### src/rtl/mem_copy_engine_if.sv
// Memory-side bus of the word copier: byte address, write strobe/data and async read data.
// The engine is the master; the single-port memory is the slave.
interface mem_copy_engine_if;
    logic [31:0] mem_addr;
    logic        mem_wr_en;
    logic [31:0] mem_wr_data;
    logic [31:0] mem_rd_data;

    modport master (
        output mem_addr,
        output mem_wr_en,
        output mem_wr_data,
        input  mem_rd_data
    );

    modport slave (
        input  mem_addr,
        input  mem_wr_en,
        input  mem_wr_data,
        output mem_rd_data
    );
endinterface

### src/rtl/mem_copy_engine.sv
// DMA-style word copier: moves len 32-bit words from src_addr to dst_addr, one read
// cycle then one write cycle per word, and pulses done (with err on misalignment).
module mem_copy_engine #(
    parameter int LEN_W = 10
) (
    input  logic              clk,
    input  logic              reset,
    input  logic              start,
    input  logic [31:0]       src_addr,
    input  logic [31:0]       dst_addr,
    input  logic [LEN_W-1:0]  len,
    output logic              busy,
    output logic              done,
    output logic              err,
    output logic [1:0]        state_dbg,
    mem_copy_engine_if.master mem
);

    typedef enum logic [1:0] {
        IDLE  = 2'd0,
        READ  = 2'd1,
        WRITE = 2'd2,
        FIN   = 2'd3
    } state_t;

    state_t           state;
    logic [31:0]      src_ptr;
    logic [31:0]      dst_ptr;
    logic [LEN_W-1:0] count;
    logic [31:0]      data_reg;
    logic [31:0]      addr_q;
    logic             wr_en_q;
    logic             busy_q;
    logic             done_q;
    logic             err_q;

    // Handshake: start is honoured only in IDLE (a one-cycle request; it is neither
    // queued nor acknowledged while busy). Completion is the one-cycle done pulse,
    // qualified by err; busy covers every cycle from the start edge to the done pulse.
    always_ff @(posedge clk or posedge reset) begin
        if (reset) begin
            state    <= IDLE;
            src_ptr  <= '0;
            dst_ptr  <= '0;
            count    <= '0;
            data_reg <= '0;
            addr_q   <= '0;
            wr_en_q  <= 1'b0;
            busy_q   <= 1'b0;
            done_q   <= 1'b0;
            err_q    <= 1'b0;
        end else begin
            case (state)
                IDLE: begin
                    if (start) begin
                        busy_q <= 1'b1;
                        if (src_addr[1:0] != 2'b00 || dst_addr[1:0] != 2'b00) begin
                            done_q <= 1'b1;
                            err_q  <= 1'b1;
                            state  <= FIN;
                        end else if (len == '0) begin
                            done_q <= 1'b1;
                            state  <= FIN;
                        end else begin
                            src_ptr <= src_addr;
                            dst_ptr <= dst_addr;
                            count   <= len;
                            addr_q  <= src_addr;
                            state   <= READ;
                        end
                    end
                end
                READ: begin
                    data_reg <= mem.mem_rd_data;
                    addr_q   <= dst_ptr;
                    wr_en_q  <= 1'b1;
                    state    <= WRITE;
                end
                WRITE: begin
                    // The memory commits the word on this edge; advance to the next one.
                    wr_en_q <= 1'b0;
                    src_ptr <= src_ptr + 32'd4;
                    dst_ptr <= dst_ptr + 32'd4;
                    count   <= count - LEN_W'(1);
                    if (count == LEN_W'(1)) begin
                        addr_q <= '0;
                        done_q <= 1'b1;
                        state  <= FIN;
                    end else begin
                        addr_q <= src_ptr + 32'd4;
                        state  <= READ;
                    end
                end
                FIN: begin
                    busy_q <= 1'b0;
                    done_q <= 1'b0;
                    err_q  <= 1'b0;
                    state  <= IDLE;
                end
                default: state <= IDLE;
            endcase
        end
    end

    assign busy            = busy_q;
    assign done            = done_q;
    assign err             = err_q;
    assign state_dbg       = state;
    assign mem.mem_addr    = addr_q;
    assign mem.mem_wr_en   = wr_en_q;
    assign mem.mem_wr_data = data_reg;

endmodule

### src/flat_wrapper.sv
// flat-port wrapper written by rule: the top's interface ports become plain ports
module mem_copy_engine_flat 
#(
    parameter int LEN_W = 10
)
  (clk, reset, start, src_addr, dst_addr, len, busy, done, err, state_dbg, mem_mem_addr, mem_mem_wr_en, mem_mem_wr_data, mem_mem_rd_data);
  mem_copy_engine_if mem_i ();
  input  logic clk;
  input  logic reset;
  input  logic start;
  input  logic [31:0] src_addr;
  input  logic [31:0] dst_addr;
  input  logic [LEN_W-1:0] len;
  output logic busy;
  output logic done;
  output logic err;
  output logic [1:0] state_dbg;
  output wire logic [$bits(mem_i.mem_addr)-1:0] mem_mem_addr;
  output wire logic [$bits(mem_i.mem_wr_en)-1:0] mem_mem_wr_en;
  output wire logic [$bits(mem_i.mem_wr_data)-1:0] mem_mem_wr_data;
  input wire logic [$bits(mem_i.mem_rd_data)-1:0] mem_mem_rd_data;
  assign mem_mem_addr = mem_i.mem_addr;
  assign mem_mem_wr_en = mem_i.mem_wr_en;
  assign mem_mem_wr_data = mem_i.mem_wr_data;
  assign mem_i.mem_rd_data = mem_mem_rd_data;
  mem_copy_engine #(.LEN_W(LEN_W)) u_core (.clk(clk), .reset(reset), .start(start), .src_addr(src_addr), .dst_addr(dst_addr), .len(len), .busy(busy), .done(done), .err(err), .state_dbg(state_dbg), .mem(mem_i));
endmodule
### config.mk
export PLATFORM = sky130hd
export DESIGN_NAME = mem_copy_engine_flat
export DESIGN_NICKNAME = d
export VERILOG_FILES = /design/src/rtl/mem_copy_engine_if.sv /design/src/rtl/mem_copy_engine.sv /design/src/flat_wrapper.sv
export SDC_FILE = /design/constraint.sdc
export NUM_CORES = 1
export LEC_CHECK = 0
export CAP_MARGIN = 5
export CORE_ASPECT_RATIO = 0.75
export CORE_MARGIN = 3
export CORE_UTILIZATION = 52
export CTS_CLUSTER_DIAMETER = 80
export CTS_CLUSTER_SIZE = 12
export DETAILED_ROUTE_END_ITERATION = 6
export GPL_TIMING_DRIVEN = 0
export HOLD_SLACK_MARGIN = 0.08
export PLACE_DENSITY = 0.91
export SYNTH_ARGS = -nofsm -noshare
export SYNTH_HDL_FRONTEND = slang
export SYNTH_SLANG_ARGS = --single-unit
### constraint.sdc
create_clock -name clk -period 6.7 [get_ports clk]
set_input_delay 1.34 -clock clk [delete_from_list [all_inputs] [get_ports clk]]
set_output_delay 1.34 -clock clk [all_outputs]
set_load 0.005 [all_outputs]
== Word-level counts from Yosys, hierarchy flattened ==
Index checks and enable logic that the tools add are counted.
Widths: inputs -> output; s select.
Word-level totals
  bits in registers: 144
  bits in latches: 0
  memory bits (writable): 0
  ROM bits: 0
  output and inout bits: 70
  word-level logic and storage cells: 68
  memories kept: 0
Operators by class
  add/subtract/negate cells: 3
  $mul: 0
  div/mod/pow operators: 0
  magnitude comparators: 0
  eq/ne operators: 10
  shift-type cells: 0
  multiplexer cells: 30
  bitwise logic cells: 0
  reduce and logical (&&, ||, !) cells: 15
Operator list (number)
  $mux 32: 7
  $pmux 32 s2: 2
  $pmux 32 s3: 1
  $add 32x3->32 const B: 2
  $mux 10: 3
  $pmux 10 s2: 1
  $reduce_and 4->1: 3
  $eq 10x1->1 const B: 1
  $logic_not 10->1: 1
  $reduce_bool 2->1: 5
  $sub 10x1->10 const B: 1
  $mux 2: 4
  $pmux 2 s4: 1
  $mux 1: 7
  $ne 2x2->1 const B: 3
  $pmux 1 s2: 3
  $reduce_bool 3->1: 2
  $eq 2x2->1 const B: 2
  $ne 2x1->1 const B: 2
  $ne 3x1->1 const B: 1
  $pmux 1 s3: 1
  $reduce_and 3->1: 1
  $eq 2x1->1 const B: 1
  $logic_not 2->1: 1
  other kinds (2): 2

== Logic depth before layout (Yosys ltp) ==
  depth in word-level cells: 5
  gate-level depth with buffers: 9
  depth with buffers taken out: 7

== Worst setup path after synthesis ==
No wires, ideal clock.
  path kind: input-to-reg
  start: input len[1]
  end: register u_core.dst_ptr[1]
  setup time: 0.128 ns
  arrival: 2.949 ns
  required time: 6.572 ns
  setup slack: 3.623 ns
  stages: 5
  path buffers: 0
  cell sequence: or4_1 o311ai_4 nand2_1 and2_1 mux2_1
Between the ends
  cells in the longest elaborated chain, start to end: 3
RTL lines
  start, declared: RTL line flat_wrapper.sv:13  | input logic [LEN_W-1:0] len;
  $logic_not 10->1: RTL line mem_copy_engine.sv:61  | end else if (len == '0) begin
  $ne 2x2->1 (no source line)
  $reduce_and 4->1 (no source line)
  end signal, assigned: RTL line mem_copy_engine.sv:66  | dst_ptr <= dst_addr;
  end signal, assigned: RTL line mem_copy_engine.sv:83  | dst_ptr <= dst_ptr + 32'd4;
  end, declared: RTL line mem_copy_engine.sv:28  | logic [31:0] dst_ptr;
Every way passes these cells.
A chain may end at the register's enable or synchronous reset.

== Final worst setup path ==
  start: input src_addr[1]
  end: register u_core.addr_q[20], in the netlist u_core.mem.mem_addr[20]
Between the ends
  cells in the longest elaborated chain, start to end: 4
RTL lines
  start, declared: RTL line flat_wrapper.sv:11  | input logic [31:0] src_addr;
  $reduce_bool 2->1: RTL line mem_copy_engine.sv:57  | if (src_addr[1:0] != 2'b00 || dst_addr[1:0] != 2'b00) begin
  $logic_or 1x1->1: RTL line mem_copy_engine.sv:57
  $ne 2x2->1 (no source line)
  $reduce_and 4->1 (no source line)
  end signal, assigned: RTL line mem_copy_engine.sv:68  | addr_q <= src_addr;
  end signal, assigned: RTL line mem_copy_engine.sv:75  | addr_q <= dst_ptr;
  end signal, assigned: RTL line mem_copy_engine.sv:90  | addr_q <= src_ptr + 32'd4;
  end, declared: RTL line mem_copy_engine.sv:31  | logic [31:0] addr_q;
Every way passes these cells.

==> flow_summary.toml <==
[power]
vdd_ir_drop_max_mv = 0.249
p_leak_nw = 4.35
power.total_mw = 6.06
p_per_area_mw_per_mm2 = 544

[synthesis]
synthTopCellsByArea = "dfrtp_1 (42%), a21oi_1 (5.1%), mux2_2 (4.8%), o21ai_0 (4.5%), nand2_1 (4.5%)"
synthAdderAreaFrac_pct = 1.47
ys_async_sr_fraction_pct = 100
synth_largest_area_cell = "dfrtp_1"
synth.distinct_cells = 71
synth_flop_cell = "dfrtp_1"
synth-seq-area-share_pct = 42.3
synthMuxAreaShare_pct = 6.39
synth_top_family_by_area = "compound AO/OA/AOI/OAI gates"
syn-num-nets = 1068
yosys.area_share.simple_pct = 18.1
netlist_area_mm2 = 0.00852
netlist_instances = 949
synth_top_area_share_pct = 42.3
ys_seq_elements = 144
avgSynthCellArea_um2 = 8.98
synth_edf_count = 0
synth-compound-area-share_pct = 24.4
ys_warn_count = 0
synth_xor_xnor_area_share_pct = 2.47

[cells_and_area]
fill_cells = 1186
drive_gt1_share_pct = 9.49
multi_input_area_mm2 = 0.00450
syn_to_final_growth_pct = 30.7
fin_area_mm2 = 0.0111
diodes = 0
final_common_cell = "clkdlybuf4s50_1"
final_nets = 1265
seqCellArea_mm2 = 0.00360
mostFrequentLayoutCells = "clkdlybuf4s50_1 (177), dfrtp_1 (144), nand2_1 (102)"

[grt]
globalRouteOverflowTotal = 0
grt_pass1_vias = 8764
grt_pass1_wl_um = 50600
antenna_found_initial = 0
grt_max_degree = 86
globalRouteTotalUtil_pct = 37.0

[clock_network]
cts_htree_levels = 4
cts_resized = 0
ctsRootBufferMaster = "clkbuf_16"
clockBufferDepth = 2
numCtsBuffers = 17
clk_pin_slew_ps = 60
cts_sinks = 144
cts_tree = "yes"
post_cts_buffers = 0
postCtsHoldBufs = 0
clk_latency_ps = 440

[drt]
wl_per_cell_um = 24.4
drt_iter0_markers = 1488
via_per_inst = 6.69
num_vias = 9131
route.detailed.drc = 19
first_pass_iters = 7
ant_nets = 0
routed_wl_um = 33300

[critical_path]
r2r-end = "u_core.dst_ptr[9]"
crit_fanout = 10
reg2reg_depth = 8
path_cells = "clkdlybuf4s50_1 > nor4_4 > o311ai_4 > a21oi_2 > clkbuf_1 > o21ai_0 > a2bb2oi_1"
slowest_delay_ps = 740
crit_end = "u_core.mem.mem_addr[20]"
cp-end-kind = "flip-flop"
rrSetupSlack_ps = 3680
cpMaxStageDelayCell = "a21oi_2"
critPathKind = "input pin to flip-flop"
critPathLaunch = "src_addr[1]"
worstPathArrival_ps = 4370
r2r_start = "u_core.state_dbg[0]"
cp-start-kind = "input pin"
required_ps = 7060

[timing]
hold_viol = 0
rsz0062_at_grt = "no"
finalSetupViolations = 0
whs_ps = 478
fin_crit_sh_pct = 59.9
slew_headroom_pct = 31.3
period_needed_ps = 4010
clock.fmax_ghz = 0.249
max_slew.worst_pin.slew_ps = 1020
maxSlewViolCount = 0
fin_ws_ps = 2690
clock_skew_ps = 6.46

[floorplanning]
dieArea_mm2 = 0.0180
initial_core_util_pct = 54.6
coreArea_mm2 = 0.0156
fp.dieH_um = 117
row_count = 39
chipWidth_um = 154
ios = 179

[run]
drv_cap = 0

[worst_hold_path]
worstHoldPathType = "flip-flop to flip-flop"
hold_start = "u_core.mem.mem_addr[2]"

[status]
violations = "DRC"
status = "complete, but fails checks"

[place]
place_congestion = 1.01
dpl_cell_area_mm2 = 0.0106
hpwl_um = 23500
portBuffers = 177
pre_cts_ws_ps = 2380
[cell usage after synthesis (8+ instances only)]
| cell type | number |
|---|---|
| o22ai_1 | 23 |
| xnor2_1 | 14 |
| nor2_1 | 63 |
| nand3_1 | 33 |
| ha_1 | 10 |
| nand4_1 | 22 |
| nor2b_1 | 12 |
| a31oi_1 | 22 |
| mux2_2 | 36 |
| and2_1 | 9 |
| o22a_1 | 19 |
| mux2i_1 | 8 |
| buf_2 | 17 |
| o211ai_1 | 12 |
| o21ai_0 | 77 |
| clkbuf_1 | 54 |
| o31ai_1 | 11 |
| dfrtp_1 | 144 |
| inv_1 | 20 |
| xor2_1 | 10 |
| and3_1 | 13 |
| a21oi_1 | 86 |
| nand2_1 | 102 |
| and4_1 | 10 |
| nor3_1 | 10 |
[through the flow]
step,std cells,utilization [%],setup TNS [ps]
final,1364,71.3,0
after global routing,1364,71.3,0
after CTS,1364,71.3,0
after detailed placement,1332,67.8,0
after global placement,1331,67.5,-92640
after floorplan,949,-,0
[layout make-up]
cell class / count / area share, %
well taps: 205 / 2.30
flip-flops and latches: 144 / 32.4
inverters: 21 / 0.753
repair buffers: 178 / 16.2
clock buffers: 20 / 4.01
plain buffers: 80 / 3.07
multi-input cells: 704 / 40.4
clock inverters: 12 / 0.989
[kinds of logic (layout without fill, tap and decap cells)]
| kind of cell | after synthesis | count (layout) |
|---|---|---|
| compound gates | 317 | 317 |
| simple gates | 305 | 305 |
| flops | 144 | 144 |
| buf+inv | 101 | 311 |
| mux | 48 | 48 |
| xor+xnor | 24 | 24 |
| fa+ha+maj | 10 | 10 |
[critical path: cells and delay by family]
kind	cells	cell delay, ps
AO/OA/AOI/OAI	4	1360
buffers and inverters	2	1150
AND/OR/NAND/NOR	1	520
[worst min path at each step]
stage                              end  slack (ps)  cells past startpoint
2_1_floorplan        u_core.src_ptr[1]         460                      1
4_1_cts         u_core.mem.mem_addr[2]         480                      2
3_5_place_dp    u_core.mem.mem_addr[1]         470                      2
5_1_grt        u_core.mem.mem_addr[15]         510                      2
3_3_place_gp    u_core.mem.mem_addr[6]         460                      2
6_report        u_core.mem.mem_addr[2]         480                      2
[registers in the layout, summed over array words and instances (netlist names)]
| name | count |
|---|---|
| u_core.mem.mem_wr_data | 32 |
| u_core.mem.mem_addr | 32 |
| u_core.mem.mem_wr_en | 1 |
| u_core.state_dbg | 2 |
| u_core.src_ptr | 32 |
| u_core.count | 10 |
| u_core.dst_ptr | 32 |
| u_core.done | 1 |
| u_core.busy | 1 |
| u_core.err | 1 |
[power breakdown]
group	internal (mW)	switching (mW)
sequential	1.32	0.431
clock	0.522	0.410
combinational	1.36	2.01
total	3.20	2.85
[metal layers]
metal | share of wire, % | up-vias | GRT usage [%] | routed length [µm]
li1 | - | 3899 | - | -
met1 | 38 | 4260 | 49.4 | 12600
met2 | 42 | 811 | 54.8 | 13900
met3 | 16 | 161 | 13.1 | 5260
met4 | 4.7 | 0 | 16.8 | 1570
met5 | 0 | - | 0 | 0
Note: power is estimated with default switching activity, not from simulation.
==> edit (same flow settings) <==
Make the reset (`reset`) synchronous in one clocked block. Comments in the files are not updated.
--- a/src/rtl/mem_copy_engine.sv
+++ b/src/rtl/mem_copy_engine.sv
@@ -39,3 +39,3 @@
     // qualified by err; busy covers every cycle from the start edge to the done pulse.
-    always_ff @(posedge clk or posedge reset) begin
+    always_ff @(posedge clk) begin
         if (reset) begin
Behaviour: differs if reset is asserted again (counterexample within 4 cycles, from zero or initial values and one cycle with reset high); with reset held inactive, the same outputs for 4 cycles.
==> edit against the original RTL <==
- the flow still finishes with violations (design-rule violations)
- total power is 28% lower
- non-clock buffer count is 4 higher
- sequential cell count stayed put
- design area is 3.3% lower
- worst setup slack worse by 0.36 ns
- area after synthesis is 4.1% lower
- maximum frequency is 8.3% lower
- routed wire length is 5.7% higher
- largest cell class unchanged
- highest routed layer unchanged
==> edit: results (changes against the original RTL) <==
- Outcome: complete, but fails checks
- Violations in the final reports: design-rule violations
- Transition at the pin with the smallest max-transition slack: 0.9753 ns (-0.04554 ns)
- Maximum number of pins on one net before global-route repair: 17 (-80%)
- Mux cell area share after synthesis: 5.649% (-0.74 points)
- Synth Area in Compound Gates: 26.67% (+2.3 points)
- Dpl hpwl: 25.51 mm (+8.6%)
- Synth Area in Adders: 1.531% (+0.062 points)
- Quantity of I/O buffers inserted on ports: 178 (+0.56%)
- Number of nets at the end of the flow: 1363 (+7.7%)
- Post-Route Skew: 0.009313 ns (+0.002853 ns)
- Share of synthesized flip-flops with an asynchronous set or reset: 0% (-100 points)
- Number of DRC violations after detailed-routing iteration 0: 1692 (+14%)
- M1 GR Usage: 53.16% (+3.8 points)
- Synthesized netlist net count: 1166 (+9.2%)
- Post-placement cell area: 10210 µm² (-3.5%)
- Vias: 9950 (+9.0%)
- Proportion of layout cells with a drive suffix above 1: 4.614% (-4.9 points)
- Main synth FF type: sky130_fd_sc_hd__dfxtp_1
- Distinct cell type count of the synthesized netlist: 68 (-4.2%)
- Biggest area contributors in the synthesized netlist: sky130_fd_sc_hd__dfxtp_1 (35%), sky130_fd_sc_hd__a21oi_1 (5.9%), sky130_fd_sc_hd__mux2i_1 (5.5%)
- Post-synthesis sequential area ratio: 35.27% (-7.0 points)
- Cell family with most CP delay: buffers and inverters
- Leakage power: 3.732 nW (-14%)
- Met3 wire length: 5.947 mm (+13%)
- Global router's overall resource usage: 39.64% (+2.7 points)
- DRC violation count after routing: 3 (-16)
- Int Power: 2.388 mW (-25%)
- Routing usage on met3: 14.05% (+0.93 points)
- Filler cells: 1231 (+3.8%)
- Via count of the first global-routing pass: 9220 (+5.2%)
- Xor-xnor portion of the synthesized cell area: 1.607% (-0.86 points)
- Drt total wl: 35.24 mm (+5.7%)
- Peak supply drop: 0.0001990 V (-20%)
- Library cell contributing the largest single delay on the critical path: sky130_fd_sc_hd__buf_1
- Metal1 wirelength: 13.21 mm (+4.7%)
- GRT met2 Usage: 57.05% (+2.3 points)
-- edit: cell types whose count changed in the layout (fill, tap and decap cells not counted), moves of 18 or more --
cell	delta
sky130_fd_sc_hd__o22a_1	-18
sky130_fd_sc_hd__nor2_1	+36
sky130_fd_sc_hd__mux2i_1	+37
sky130_fd_sc_hd__dfxtp_1	+144
sky130_fd_sc_hd__dfrtp_1	-144
sky130_fd_sc_hd__mux2_2	-35
-- edit: worst paths after layout --
kind / from / cells after the start / slack [ns] / to
max: len[6] / 8 / 2.33 / u_core.src_ptr[31]
min: u_core.mem.mem_addr[2] / 2 / 0.45 / u_core.mem.mem_addr[2]
max reg2reg: u_core.state_dbg[0] / 8 / 3.36 / u_core.mem.mem_addr[3]
min reg2reg: u_core.mem.mem_addr[2] / 2 / 0.45 / u_core.mem.mem_addr[2]
-- edit: final cells by class --
type,count,area [µm²],share of cell area [%]
flip-flops and latches,144,2883,26.78
plain buffers,84,341.6,3.173
inverters,38,142.6,1.325
clock inverters,15,128.9,1.197
repair buffers,178,1782,16.55
clock buffers,17,425.4,3.952
multi-input cells,781,4806,44.64
well taps,205,256.5,2.383
-- edit: kinds of logic after synthesis --
| logic type | after synthesis |
|---|---|
| AND/OR/NAND/NOR | 383 |
| XOR/XNOR | 15 |
| flip-flops | 144 |
| buffers and inverters | 122 |
| multiplexers | 46 |
| AO/OA/AOI/OAI | 327 |
| adder cells (fa/ha/maj) | 10 |
-- edit: power by group through the flow --
stage	clock (mW)	combinational, mW	sequential [mW]
floorplan	0	1.16	1.24
global placement	0	1.98	1.27
detailed placement	0	2.02	1.28
CTS	0.919	2.04	1.26
global route	0.949	2.25	1.29
finish	0.929	2.14	1.27
